--- src/rtl/time_pkg.sv ---
// Shared field layout, limits and calendar helper for the timekeeping core.
// Latency: n/a (declarations and a pure function only).
// Backpressure: n/a.
package time_pkg;

  // Time word: hour[16:12] min[11:6] sec[5:0]
  localparam int HOUR_HI  = 16;
  localparam int HOUR_LO  = 12;
  localparam int MIN_HI   = 11;
  localparam int MIN_LO   = 6;
  localparam int SEC_HI   = 5;
  localparam int SEC_LO   = 0;

  // Date word: year[15:9] month[8:5] day[4:0]
  localparam int YEAR_HI  = 15;
  localparam int YEAR_LO  = 9;
  localparam int MONTH_HI = 8;
  localparam int MONTH_LO = 5;
  localparam int DAY_HI   = 4;
  localparam int DAY_LO   = 0;

  localparam logic [4:0] HOUR_MAX  = 5'd23;
  localparam logic [5:0] MIN_MAX   = 6'd59;
  localparam logic [6:0] YEAR_MAX  = 7'd99;
  localparam logic [3:0] MONTH_MAX = 4'd12;

  typedef enum logic [1:0] {
    ST_IDLE     = 2'd0,
    ST_ACK      = 2'd1,
    ST_WAIT_CLR = 2'd2
  } commit_state_t;

  // Two-digit year: every year divisible by four is a leap year.
  function automatic logic [4:0] days_in_month(input logic [6:0] year,
                                               input logic [3:0] month);
    logic [4:0] d;
    case (month)
      4'd2:                    d = (year[1:0] == 2'b00) ? 5'd29 : 5'd28;
      4'd4, 4'd6, 4'd9, 4'd11: d = 5'd30;
      default:                 d = 5'd31;
    endcase
    return d;
  endfunction

endpackage

--- src/rtl/tick_gen.sv ---
// One-second prescaler: emits a single-cycle tick every CLK_HZ unfrozen cycles.
// Latency: tick is asserted during the cycle the count sits at CLK_HZ-1.
// Backpressure: freeze holds the count (no tick); clear forces it to 0 (no tick).
// Ports: CLK, RESETN (async, active-low), freeze, clear -> tick.
module tick_gen #(
  parameter int CLK_HZ = 1000000
) (
  input  logic CLK,
  input  logic RESETN,
  input  logic freeze,
  input  logic clear,
  output logic tick
);

  localparam int CW = (CLK_HZ > 1) ? $clog2(CLK_HZ) : 1;
  localparam logic [CW-1:0] TERM = CW'(CLK_HZ - 1);

  logic [CW-1:0] cnt_q;
  logic          terminal;

  assign terminal = (cnt_q == TERM);

  always_ff @(posedge CLK or negedge RESETN) begin
    if (!RESETN) begin
      cnt_q <= '0;
    end else if (clear) begin
      cnt_q <= '0;
    end else if (!freeze) begin
      cnt_q <= terminal ? '0 : cnt_q + CW'(1);
    end
  end

  // A clear coincides with a load in the parent; the load wins, so the tick
  // is dropped here rather than leaking into the counters.
  assign tick = terminal && !freeze && !clear;

endmodule

--- src/rtl/time_keeper.sv ---
// Time-of-day/calendar counters, commit handshake for edited values, and alarm.
// Latency: loads and ticks visible one cycle after the sampling edge.
// Backpressure: requests are level; held requests are ignored until dropped.
// Ports: CLK, RESETN, MODE[0]=freeze, SETTING/ALARM_SETTING commit requests
//        with SET_TIME/SET_DATE/SET_ALARM_TIME, ALARM_ENABLE ->
//        IN_TIME, IN_DATE, IN_ALARM_TIME, SETTING_OK, ALARM_RING.
module time_keeper
  import time_pkg::*;
#(
  parameter int CLK_HZ       = 1000000,
  parameter int RING_SECONDS = 60
) (
  input  logic        CLK,
  input  logic        RESETN,
  input  logic [5:0]  MODE,
  input  logic        SETTING,
  input  logic        ALARM_SETTING,
  input  logic [16:0] SET_TIME,
  input  logic [15:0] SET_DATE,
  input  logic [16:0] SET_ALARM_TIME,
  input  logic        ALARM_ENABLE,
  output logic [16:0] IN_TIME,
  output logic [15:0] IN_DATE,
  output logic [16:0] IN_ALARM_TIME,
  output logic        SETTING_OK,
  output logic        ALARM_RING
);

  localparam int RCW = ($clog2(RING_SECONDS + 1) > 0) ? $clog2(RING_SECONDS + 1) : 1;
  localparam logic [RCW-1:0] RING_LOAD = RCW'(RING_SECONDS);

  // Only the freeze bit of the controller mode matters here.
  logic unused_mode_bits;
  assign unused_mode_bits = ^MODE[5:1];

  function automatic logic [16:0] clamp_time(input logic [16:0] t);
    logic [4:0] h;
    logic [5:0] m;
    logic [5:0] s;
    h = t[HOUR_HI:HOUR_LO];
    m = t[MIN_HI:MIN_LO];
    s = t[SEC_HI:SEC_LO];
    if (h > HOUR_MAX) h = HOUR_MAX;
    if (m > MIN_MAX)  m = MIN_MAX;
    if (s > MIN_MAX)  s = MIN_MAX;
    return {h, m, s};
  endfunction

  // ---------------------------------------------------------------- state
  logic [4:0]    hour_q, nx_hour;
  logic [5:0]    min_q,  nx_min;
  logic [5:0]    sec_q,  nx_sec;
  logic [6:0]    year_q, nx_year;
  logic [3:0]    month_q, nx_month;
  logic [4:0]    day_q,  nx_day;
  logic [16:0]   alarm_q;
  logic          ring_q;
  logic [RCW-1:0] ring_cnt_q;
  logic          setting_ok_q;
  commit_state_t state_q, state_nx;

  logic tick;
  logic load_time;
  logic load_alarm;

  // ---------------------------------------------------------------- prescaler
  tick_gen #(
    .CLK_HZ (CLK_HZ)
  ) u_tick_gen (
    .CLK    (CLK),
    .RESETN (RESETN),
    .freeze (MODE[0]),
    .clear  (load_time),
    .tick   (tick)
  );

  // ---------------------------------------------------------------- commit FSM
  always_ff @(posedge CLK or negedge RESETN) begin
    if (!RESETN) begin
      state_q <= ST_IDLE;
    end else begin
      state_q <= state_nx;
    end
  end

  always_comb begin
    state_nx = state_q;
    case (state_q)
      ST_IDLE:     if (SETTING || ALARM_SETTING)   state_nx = ST_ACK;
      ST_ACK:                                      state_nx = ST_WAIT_CLR;
      ST_WAIT_CLR: if (!SETTING && !ALARM_SETTING) state_nx = ST_IDLE;
      default:                                     state_nx = ST_IDLE;
    endcase
  end

  always_comb begin
    load_time  = (state_q == ST_IDLE) && SETTING;
    load_alarm = (state_q == ST_IDLE) && ALARM_SETTING;
  end

  // Acknowledge flop rises with the load edge, so it covers exactly the ACK cycle.
  always_ff @(posedge CLK or negedge RESETN) begin
    if (!RESETN) begin
      setting_ok_q <= 1'b0;
    end else begin
      setting_ok_q <= load_time || load_alarm;
    end
  end

  // ---------------------------------------------------------------- load sanitising
  logic [16:0] ld_time;
  logic [6:0]  ld_year;
  logic [3:0]  ld_month;
  logic [4:0]  ld_day;
  logic [4:0]  ld_dim;

  always_comb begin
    ld_time  = clamp_time(SET_TIME);
    ld_year  = SET_DATE[YEAR_HI:YEAR_LO];
    ld_month = SET_DATE[MONTH_HI:MONTH_LO];
    ld_day   = SET_DATE[DAY_HI:DAY_LO];
    if (ld_year > YEAR_MAX)   ld_year  = YEAR_MAX;
    if (ld_month == 4'd0)     ld_month = 4'd1;
    if (ld_month > MONTH_MAX) ld_month = MONTH_MAX;
    // Day limit follows the already-clamped year and month.
    ld_dim = days_in_month(ld_year, ld_month);
    if (ld_day == 5'd0)       ld_day   = 5'd1;
    if (ld_day > ld_dim)      ld_day   = ld_dim;
  end

  // ---------------------------------------------------------------- tick carry chain
  always_comb begin
    nx_hour  = hour_q;
    nx_min   = min_q;
    nx_sec   = sec_q;
    nx_year  = year_q;
    nx_month = month_q;
    nx_day   = day_q;
    if (sec_q >= MIN_MAX) begin
      nx_sec = 6'd0;
      if (min_q >= MIN_MAX) begin
        nx_min = 6'd0;
        if (hour_q >= HOUR_MAX) begin
          nx_hour = 5'd0;
          if (day_q >= days_in_month(year_q, month_q)) begin
            nx_day = 5'd1;
            if (month_q >= MONTH_MAX) begin
              nx_month = 4'd1;
              nx_year  = (year_q >= YEAR_MAX) ? 7'd0 : year_q + 7'd1;
            end else begin
              nx_month = month_q + 4'd1;
            end
          end else begin
            nx_day = day_q + 5'd1;
          end
        end else begin
          nx_hour = hour_q + 5'd1;
        end
      end else begin
        nx_min = min_q + 6'd1;
      end
    end else begin
      nx_sec = sec_q + 6'd1;
    end
  end

  // tick is already suppressed by tick_gen whenever load_time clears it.
  always_ff @(posedge CLK or negedge RESETN) begin
    if (!RESETN) begin
      hour_q  <= 5'd0;
      min_q   <= 6'd0;
      sec_q   <= 6'd0;
      year_q  <= 7'd0;
      month_q <= 4'd1;
      day_q   <= 5'd1;
    end else if (load_time) begin
      hour_q  <= ld_time[HOUR_HI:HOUR_LO];
      min_q   <= ld_time[MIN_HI:MIN_LO];
      sec_q   <= ld_time[SEC_HI:SEC_LO];
      year_q  <= ld_year;
      month_q <= ld_month;
      day_q   <= ld_day;
    end else if (tick) begin
      hour_q  <= nx_hour;
      min_q   <= nx_min;
      sec_q   <= nx_sec;
      year_q  <= nx_year;
      month_q <= nx_month;
      day_q   <= nx_day;
    end
  end

  // ---------------------------------------------------------------- alarm
  always_ff @(posedge CLK or negedge RESETN) begin
    if (!RESETN) begin
      alarm_q <= 17'd0;
    end else if (load_alarm) begin
      alarm_q <= clamp_time(SET_ALARM_TIME);
    end
  end

  // Only ticks can trigger: a commit landing on the alarm time is silent.
  always_ff @(posedge CLK or negedge RESETN) begin
    if (!RESETN) begin
      ring_q     <= 1'b0;
      ring_cnt_q <= '0;
    end else if (!ALARM_ENABLE) begin
      ring_q     <= 1'b0;
      ring_cnt_q <= '0;
    end else if (tick) begin
      if ({nx_hour, nx_min, nx_sec} == alarm_q) begin
        ring_q     <= 1'b1;
        ring_cnt_q <= RING_LOAD;
      end else if (ring_q) begin
        if (ring_cnt_q <= RCW'(1)) begin
          ring_q     <= 1'b0;
          ring_cnt_q <= '0;
        end else begin
          ring_cnt_q <= ring_cnt_q - RCW'(1);
        end
      end
    end
  end

  // ---------------------------------------------------------------- outputs
  assign IN_TIME       = {hour_q, min_q, sec_q};
  assign IN_DATE       = {year_q, month_q, day_q};
  assign IN_ALARM_TIME = alarm_q;
  assign SETTING_OK    = setting_ok_q;
  assign ALARM_RING    = ring_q;

endmodule

--- config.mk ---
export PLATFORM = sky130hd
export DESIGN_NAME = time_keeper
export DESIGN_NICKNAME = d
export VERILOG_FILES = /design/src/rtl/time_pkg.sv /design/src/rtl/tick_gen.sv /design/src/rtl/time_keeper.sv
export SDC_FILE = /design/constraint.sdc
export NUM_CORES = 1
export LEC_CHECK = 0
export CAP_MARGIN = 20
export CORE_UTILIZATION = 30
export DETAILED_ROUTE_END_ITERATION = 6
export PLACE_DENSITY = 0.59
export SYNTH_ARGS = -nofsm -noshare
export SYNTH_HDL_FRONTEND = slang
export SYNTH_SLANG_ARGS = --single-unit
--- constraint.sdc ---
create_clock -name CLK -period 3.1 [get_ports CLK]
set_input_delay 0.775 -clock CLK [delete_from_list [all_inputs] [get_ports CLK]]
set_output_delay 0.775 -clock CLK [all_outputs]
set_load 0.05 [all_outputs]
# ---- After elaboration in Yosys (flattened, before gate mapping)
# Cells that the tools add are included.
dict set report totals {
  output_inout_bits 52
  word_cells 151
  register_bits 80
  inputBits 61
}
dict set report classes {
  muxes 67
  n_addsub 8
  order_cmp 16
  reduce_logical 29
  eq_ne 19
}
# op n
set op_table {}
lappend op_table {{$mux 6} 16}
lappend op_table {{$mux 5} 18}
lappend op_table {{$mux 7} 9}
lappend op_table {{$mux 20} 3}
lappend op_table {{$mux 4} 9}
lappend op_table {{$gt 6x6->1 const B} 4}
lappend op_table {{$add 20x1->20 const B} 1}
lappend op_table {{$eq 20x20->1 const B} 1}
lappend op_table {{$eq 17x17->1} 1}
lappend op_table {{$eq 4x3->1 const B} 4}
lappend op_table {{$eq 4x4->1 const B} 4}
lappend op_table {{$add 6x1->6 const B} 2}
lappend op_table {{$ge 6x6->1 const B} 2}
lappend op_table {{$reduce_bool 2->1} 6}
lappend op_table {{$add 5x1->5 const B} 2}
lappend op_table {{$gt 5x5->1 const B} 2}
lappend op_table {{$eq 4x2->1 const B} 2}
lappend op_table {{$pmux 2 s2} 2}
lappend op_table {{$reduce_or 4->1} 2}
lappend op_table {{$add 7x1->7 const B} 1}
lappend op_table {{$ge 7x7->1 const B} 1}
lappend op_table {{$gt 7x7->1 const B} 1}
lappend op_table {{$mux 1} 7}
lappend op_table {{$le 6x1->1 const B} 1}
lappend op_table {{24 further kinds} 38}

# ---- Longest topological paths before layout
# Gate-level depths: netlist of run 1.
dict set report logic_depth {
  depth_word 13
  depth_mapped 13
  ltp_nobuf 12
}

# ---- Cells and area by module
# From an unflattened synthesis of run 1, not the netlist that was laid out.
dict set report hier_totals {
  cells_unflattened 613
  hier_area_um2 5242.5
}
# mod n_inst cells_each area_each_um2
set by_module_without_submodules {}
lappend by_module_without_submodules {time_keeper 1 492 4097.7}
lappend by_module_without_submodules {tick_gen 1 121 1144.8}

# ---- Worst setup path after synthesis of run 1
# No wires, ideal clock.
dict set report synth_path {
  path_kind {register -> register}
  startpoint {register sec_q[0]}
  endpoint {register ring_q, in the netlist ALARM_RING}
  t_arrival_ns 2.979
  slack_ns 0.056
  n_path_buf 1
  path_stages_with_launch 10
  cell_sequence {dfrtp_1 -> ha_1 -> o2111ai_1 -> clkbuf_1 -> a2111oi_0 -> a21oi_1 -> xnor2_1 -> or4b_1 -> a2111oi_4 -> o21a_1}
}
dict set report synth_between {
  elab_chain_cells 6
  word_cells_on_any_way 9
  cone_classes {add/sub: 1; order compare: 1; eq/ne: 1; mux: 6}
}
# element line
set synth_lines {}
lappend synth_lines {{start: declaration} time_keeper.sv:52} ;# logic [5:0] sec_q, nx_sec;
lappend synth_lines {{start signal: assignment} time_keeper.sv:179} ;# sec_q <= ld_time[SEC_HI:SEC_LO];
lappend synth_lines {{start signal: assignment} time_keeper.sv:186} ;# sec_q <= nx_sec;
lappend synth_lines {{$add 6x1->6 or $ge 6x6->1 (tied branches)} {time_keeper.sv:163, time_keeper.sv:139}}
lappend synth_lines {{$mux 6 or $mux 5 (tied branches)} time_keeper.sv:139} ;# if (sec_q >= MIN_MAX) begin
lappend synth_lines {{$eq 17x17->1 (*)} time_keeper.sv:211} ;# if ({nx_hour, nx_min, nx_sec} == alarm_q) begin
lappend synth_lines {{$mux 1 (*)} time_keeper.sv:211}
lappend synth_lines {{$mux 1 (*)} time_keeper.sv:210} ;# end else if (tick) begin
lappend synth_lines {{$mux 1 (*)} time_keeper.sv:207} ;# end else if (!ALARM_ENABLE) begin
lappend synth_lines {{end signal: assignment} time_keeper.sv:208} ;# ring_q <= 1'b0;
lappend synth_lines {{end signal: assignment} time_keeper.sv:212} ;# ring_q <= 1'b1;
lappend synth_lines {{end signal: assignment} time_keeper.sv:216} ;# ring_q <= 1'b0;
lappend synth_lines {{end: declaration} time_keeper.sv:57} ;# logic ring_q;
# Every way passes the cells marked *; elsewhere a longest branch is shown, timed or not. The select of a mux whose other input is x is not followed.
# A chain may end at the register's enable or synchronous reset.

# ---- Final worst setup path of run 1
# Same ends and word-level chain as after synthesis.

==> impl_metrics.tcl, run 1 <==
set metrics [dict create \
    irDropWorstVdd_mv 0.482 \
    gp_congestion 0.805 \
    grt_antenna_before_repair 0 \
    grt_pass1_wl_microns 26200 \
    first_pass_iters 4 \
    first_iter_violations 326 \
    wl_microns 15800 \
    drc 0 \
    cp_cell_sequence "ha_2, o2111ai_1, buf_12, nor4b_1, o21a_1, o22ai_1, or4_4, a2111oi_4, o21a_1" \
    syn_area_sq_um 5380 \
    numCtsBuffers 9 \
    cp.arrival_ns 3.24 \
    drtAntennaViolNets 0 \
    cts_root_buffer "clkbuf_16" \
    setup_slack_ns 0.137 \
    first_global_vias 5039 \
    crit_path_max_incr_delay_ns 0.57 \
    synth_area_leaders "dfrtp_1, o21ai_0, nand2_1" \
    yosys_register_bits 80 \
    critPathSlowestCell "or4_4" \
    place_hpwl_microns 11800 \
    hold_violations 0 \
    synth.distinct_cells 74 \
    die_y_microns 136 \
    fin_crit_ns 2.96 \
    core_sq_um 17400 \
    worst_pin_slew_ns 0.711 \
    max_slew_margin_pct 52.6 \
    io_buffer_count 107 \
    worstSetupEndpointType "flip-flop" \
    cp.required_ns 3.38 \
    utilization_pct 42.0 \
    clock_sinks 80 \
    diodes 0 \
    ys_seq_area_share_pct 37.3 \
    avgSynthCellArea_sq_um 8.26 \
    die-area_sq_um 18500 \
    path_clk_slew_ns 0.06 \
    yosys_warnings 0 \
    synth_area_leader_cell "dfrtp_1" \
    clock.fmax_ghz 0.338 \
    h-tree-depth 3 \
    status "complete, no violations" \
    globalRouteTotalUtil_pct 18.0 \
    cts_tree "yes" \
    layout.nets 867 \
    async_reset_ff_share_pct 100 \
    ctsHoldBuffers 0 \
    crit_start "sec_q[0]$_DFFE_PN0P_" \
    via_per_inst 5.22 \
    reg2reg_from "sec_q[0]$_DFFE_PN0P_" \
    crit_path_start_kind "flip-flop" \
    drive_above_1_share_pct 10.7 \
    pin_count 113 \
    critical_path_class "reg -> reg" \
    synthesis.nets 729 \
    slew_violations 0 \
    grt-ovfl-total 0 \
    synth_top_area_share_pct 36.3 \
    leakage_nw 2.96 \
    wl_per_cell_microns 15.5 \
    synth_flop_cell "dfrtp_1" \
    worstSkewPairLatency_ns 0.34 \
    die_width_microns 136 \
    crit_path_frequent_cell "o21a_1" \
    fin_skew_ns 0.00762 \
    rsz0062_at_grt "false" \
    worstPathMaxFanout 20 \
    syn2layout_area_growth_pct 36.1 \
    worstHoldPathType "in -> async" \
    min_period_over_period_pct 95.6 \
    cap_violations 0 \
    via_count 5322 \
    fillers 1795 \
    place_ws_ns -0.197 \
    post_cts_buffers 0 \
    initial_utilization_pct 30.9 \
    netlist_instances 651 \
    cts_buffer_depth 2 \
    rows 48 \
    p_per_area_nw_per_um2 1010 \
    synth_edf_count 0 \
    setup_viol 0 \
    grt_start_max_net_pins 54 \
]
synth_stat cells, drive strengths merged (8+ instances only):
cell    instances
dfrtp          78
clkbuf         25
xor2            8
nand2          71
inv            25
xnor2           9
nor2           56
o21ai          67
o21a           18
buf             9
nand3          24
ha             17
a31oi          16
nand2b         11
nor2b           8
nor3           26
and3           12
a21oi          45
flip-flops by register name, indices dropped and copies added, names as in the netlist:
signal            cells
u_tick_gen.cnt_q     20
IN_ALARM_TIME        17
year_q                7
min_q                 6
ring_cnt_q            6
sec_q                 6
day_q                 5
hour_q                5
month_q               4
state_q               2
ALARM_RING            1
SETTING_OK            1
where the power goes:
| part | leakage, nW | internal (mW) | switching (mW) |
|---|---|---|---|
| registers | 0.995 | 1.40 | 0.518 |
| logic | 1.83 | 1.71 | 2.69 |
| clock network | 0.140 | 0.646 | 0.429 |
| total | 2.96 | 3.76 | 3.64 |
timing repair:
item / in CTS / in global routing
endpoints found under the hold margin: 0 / 0
setup endpoints to repair: 0 / 5
gates resized for setup: 0 / 2
layer usage:
metal	up-vias	routed length [microns]	track usage [%]	share of wire [%]
met3	15	570	2.54	3.6
met5	-	0	0	0
met1	2532	8070	26.2	51
met2	105	6900	27.2	44
li1	2670	-	-	-
met4	0	242	5.74	1.5
path summary, 6_finish.rpt:
path                       slack, ns  cells after the start                                to
setup / recovery                0.14                      9            ALARM_RING$_DFFE_PN0P_
setup reg to reg                0.14                      9            ALARM_RING$_DFFE_PN0P_
max in group asynchronous       1.94                      2              day_q[0]$_DFFE_PN1P_
hold reg to reg                 0.49                      1  u_tick_gen.cnt_q[18]$_DFFE_PN0P_
hold / removal                  0.49                      1   u_tick_gen.cnt_q[3]$_DFFE_PN0P_
min in group CLK                0.49                      1  u_tick_gen.cnt_q[18]$_DFFE_PN0P_
critical path: cells and delay by family (launching register included):
kind,cells,cell delay [ns]
buf+inv,1,0.21
simple gates,2,1.00
flops,1,0.36
compound gates,5,1.05
fa+ha+maj,1,0.27
cells in the final DEF, fill, tap and decap left out, types with 16 or more instances in the layout:
| cell type | count |
|---|---|
| o21a_1 | 18 |
| inv_1 | 25 |
| nand2_1 | 70 |
| nor3_1 | 26 |
| clkdlybuf4s50_1 | 106 |
| nor2_1 | 56 |
| buf_4 | 52 |
| a31oi_1 | 16 |
| ha_1 | 16 |
| a21oi_1 | 45 |
| dfrtp_1 | 78 |
| o21ai_0 | 57 |
| nand3_1 | 23 |
kinds of logic after synthesis:
| logic type | share of synthesized area (%) |
|---|---|
| simple gates | 25.3 |
| compound gates | 25.3 |
| flops | 37.3 |
| buf+inv | 4.47 |
| fa+ha+maj | 4.14 |
| xor+xnor | 2.77 |
| mux | 0.791 |
final cells by class:
cell class / count / area (sq um) / share of cell area (%)
Clock buffer: 13 / 250 / 3.42
Clock inverter: 3 / 42.5 / 0.581
Inverter: 25 / 93.8 / 1.28
Multi-Input combinational cell: 512 / 3130 / 42.8
Sequential cell: 80 / 2000 / 27.4
Tap cell: 225 / 282 / 3.85
Timing Repair Buffer: 161 / 1510 / 20.7
stage by stage:
| stage | hold WS, ns | setup TNS (ns) | std cells | area, sq um | total power [mW] |
|---|---|---|---|---|---|
| 2_1_floorplan | 0.442 | 0 | 651 | 5380 | 4.72 |
| 3_3_place_gp | 0.467 | -0.366 | 1003 | 7020 | 6.29 |
| 3_5_place_dp | 0.476 | -0.367 | 1003 | 7020 | 6.32 |
| 4_1_cts | 0.484 | 0 | 1019 | 7310 | 7.43 |
| 5_1_grt | 0.514 | 0 | 1019 | 7320 | 7.94 |
| 6_report | 0.485 | 0 | 1019 | 7320 | 7.40 |
Note: power is estimated with default switching activity, not from simulation.
==> inputs of run 2 (changes only) <==
--- a/config.mk
+++ b/config.mk
@@ -5,10 +5,11 @@
 export SDC_FILE = /design/constraint.sdc
 export NUM_CORES = 1
 export LEC_CHECK = 0
-export CAP_MARGIN = 20
 export CORE_UTILIZATION = 30
 export DETAILED_ROUTE_END_ITERATION = 6
 export PLACE_DENSITY = 0.59
+export RECOVER_POWER = 25
+export SLEW_MARGIN = 5
 export SYNTH_ARGS = -nofsm -noshare
 export SYNTH_HDL_FRONTEND = slang
 export SYNTH_SLANG_ARGS = --single-unit
==> run 2 against run 1 <==
Die area unchanged; highest routed layer unchanged; fmax about the same; final area hardly changed; via count unchanged; sequential power hardly changed; first-iteration DRC count stayed put; largest power group unchanged; setup slack better by 0.0018 ns; register-to-register slack about the same; sequential share of layout area about the same.
==> impl_metrics.tcl, run 2 (synthesized netlist as in run 1, its figures left out) <==
set metrics [dict create \
    wl_per_cell_microns 15.5 \
    place_hpwl_microns 11800 \
    max_slew_margin_pct 6.43 \
    layoutNonFillerInstCount 1019 \
    final_cell_mix "clkdlybuf4s50_1, dfrtp_1, nand2_1" \
    die_y_microns 136 \
    clkPwrFrac_pct 14.5 \
    fin_skew_ns 0.00762 \
    p_switching_mw 3.64 \
    post_cts_buffers 0 \
    intPower_mw 3.76 \
    layout.nets 867 \
    cts_tree "yes" \
    cp_cell_sequence "ha_2, o2111ai_1, buf_12, nor4b_1, o21a_1, o22ai_1, or4_4, a2111oi_4, o21a_1" \
    die-area_sq_um 18500 \
    drtAntennaViolNets 0 \
    hold_violations 0 \
    path_buf_inv 1 \
    worstHoldPathType "reg -> reg" \
    path_depth 9 \
    drc 0 \
    switching_share_pct 49.2 \
    initial_utilization_pct 30.9 \
    grt_antenna_before_repair 0 \
    grt_pass1_wl_microns 26200 \
    first_pass_iters 4 \
    drive_above_1_share_pct 10.7 \
    crit_start "sec_q[0]$_DFFE_PN0P_" \
    cts_root_buffer "clkbuf_16" \
    p_per_area_nw_per_um2 1010 \
    status "complete, no violations" \
    largest_reg_flops 20 \
    cp.arrival_ns 3.24 \
    globalRouteTotalUtil_pct 18.0 \
    fin_crit_ns 2.96 \
    first_global_vias 5039 \
    rows 48 \
    first_iter_violations 326 \
    grt-ovfl-total 0 \
    cts.repair.resized 0 \
    clock_sinks 80 \
    regMostFlops "u_tick_gen.cnt_q" \
    diodes 0 \
    irDropWorstVdd_mv 0.482 \
    grt_start_max_net_pins 54 \
    cpLargestDelayFamily "compound AO/OA/AOI/OAI gates" \
    h-tree-depth 3 \
    endpoint "ALARM_RING$_DFFE_PN0P_" \
    clock.fmax_ghz 0.338 \
    wl_microns 15800 \
    path_clk_slew_ns 0.06 \
    critical_path_class "reg -> reg" \
    crit_path_start_kind "flip-flop" \
    via_count 5322 \
    pin_count 113 \
    placed_cells 1003 \
    ctsHoldBuffers 0 \
    placed_area_sq_um 7020 \
    ff2ff_path_depth 9 \
    worstPathMaxFanout 20 \
    numCtsBuffers 9 \
    place_ws_ns -0.197 \
    slew_violations 0 \
    fillers 1794 \
    setup_slack_ns 0.139 \
    cp.required_ns 3.38 \
    rsz0062_at_grt "false" \
    final_area_sq_um 7320 \
    worst_pin_slew_ns 1.40 \
    cap_violations 0 \
    timing.rr.end "ALARM_RING$_DFFE_PN0P_" \
    gp_congestion 0.805 \
    combPwrFrac_pct 59.5 \
    p_seq_share_pct 26.0 \
    hold_slack_ns 0.486 \
    worstSetupEndpointType "flip-flop" \
    cts_buffer_depth 2 \
    utilization_pct 42.0 \
    crit_path_frequent_cell "o21a_1" \
    reg2reg_from "sec_q[0]$_DFFE_PN0P_" \
    setup_viol 0 \
    die_width_microns 136 \
    r2r_setup_slack_ns 0.14 \
    final_common_cell "clkdlybuf4s50_1" \
    worstSkewPairLatency_ns 0.34 \
    io_buffer_count 107 \
    leakage_nw 2.96 \
    via_per_inst 5.22 \
    min_period_over_period_pct 95.5 \
    syn2layout_area_growth_pct 36.1 \
    critPathSlowestCell "or4_4" \
    core_sq_um 17400 \
    crit_path_max_incr_delay_ns 0.57 \
]
run 2: cell types whose count changed in the layout (fill, tap and decap cells not counted), sizes merged:
cell	before	now
buf	55	54
clkbuf	13	14
run 2: final cells by class:
cell class	count	area [sq um]	share of cell area [%]
Multi-Input combinational cell	512	3130	42.8
Sequential cell	80	2000	27.4
Timing Repair Buffer	161	1510	20.6
Tap cell	225	282	3.85
Clock buffer	13	250	3.42
Inverter	25	93.8	1.28
Clock inverter	3	42.5	0.581
run 2: power by group through the flow:
stage	clock (mW)	combinational, mW	sequential (mW)
floorplan	0	1.85	2.87
global placement	0	4.36	1.93
detailed placement	0	4.39	1.93
CTS	1.11	4.41	1.92
global route	1.15	4.80	1.99
finish	1.07	4.40	1.92
run 2: how the worst min path moves through the flow:
stage                                          start                                to  slack (ns)  depth (start not counted)
floorplan           u_tick_gen.cnt_q[18]$_DFFE_PN0P_  u_tick_gen.cnt_q[18]$_DFFE_PN0P_        0.44                          1
global placement    u_tick_gen.cnt_q[18]$_DFFE_PN0P_  u_tick_gen.cnt_q[18]$_DFFE_PN0P_        0.47                          1
detailed placement  u_tick_gen.cnt_q[18]$_DFFE_PN0P_  u_tick_gen.cnt_q[18]$_DFFE_PN0P_        0.48                          1
CTS                 u_tick_gen.cnt_q[18]$_DFFE_PN0P_  u_tick_gen.cnt_q[18]$_DFFE_PN0P_        0.48                          1
global route        u_tick_gen.cnt_q[18]$_DFFE_PN0P_  u_tick_gen.cnt_q[18]$_DFFE_PN0P_        0.51                          1
finish              u_tick_gen.cnt_q[18]$_DFFE_PN0P_  u_tick_gen.cnt_q[18]$_DFFE_PN0P_        0.49                          1
run 2: through the flow:
step,setup TNS (ns),power (mW)
finish,0,7.39
global route,0,7.94
CTS,0,7.43
detailed placement,-0.367,6.32
global placement,-0.366,6.29
floorplan,0,4.72
run 2: metal layers:
layer	global-route usage (%)	wire [microns]
met5	0	0
met4	5.74	242
met3	2.54	574
met2	27.2	6890
met1	26.2	8060
run 2: worst register-to-register path, delay by kind of cell (launching register included):
kind | cells | cell delay, ns
fa+ha+maj | 1 | 0.27
flops | 1 | 0.36
buf+inv | 1 | 0.21
compound gates | 5 | 1.05
simple gates | 2 | 1.00
==> inputs of run 3 (changes only) <==
--- a/config.mk
+++ b/config.mk
@@ -9,6 +9,7 @@
 export DETAILED_ROUTE_END_ITERATION = 6
 export PLACE_DENSITY = 0.59
 export RECOVER_POWER = 25
+export SKIP_CTS_REPAIR_TIMING = 1
 export SLEW_MARGIN = 5
 export SYNTH_ARGS = -nofsm -noshare
 export SYNTH_HDL_FRONTEND = slang
==> results of run 3 <==
Same layout as run 2: the final DEF is identical, and so are final timing and power.
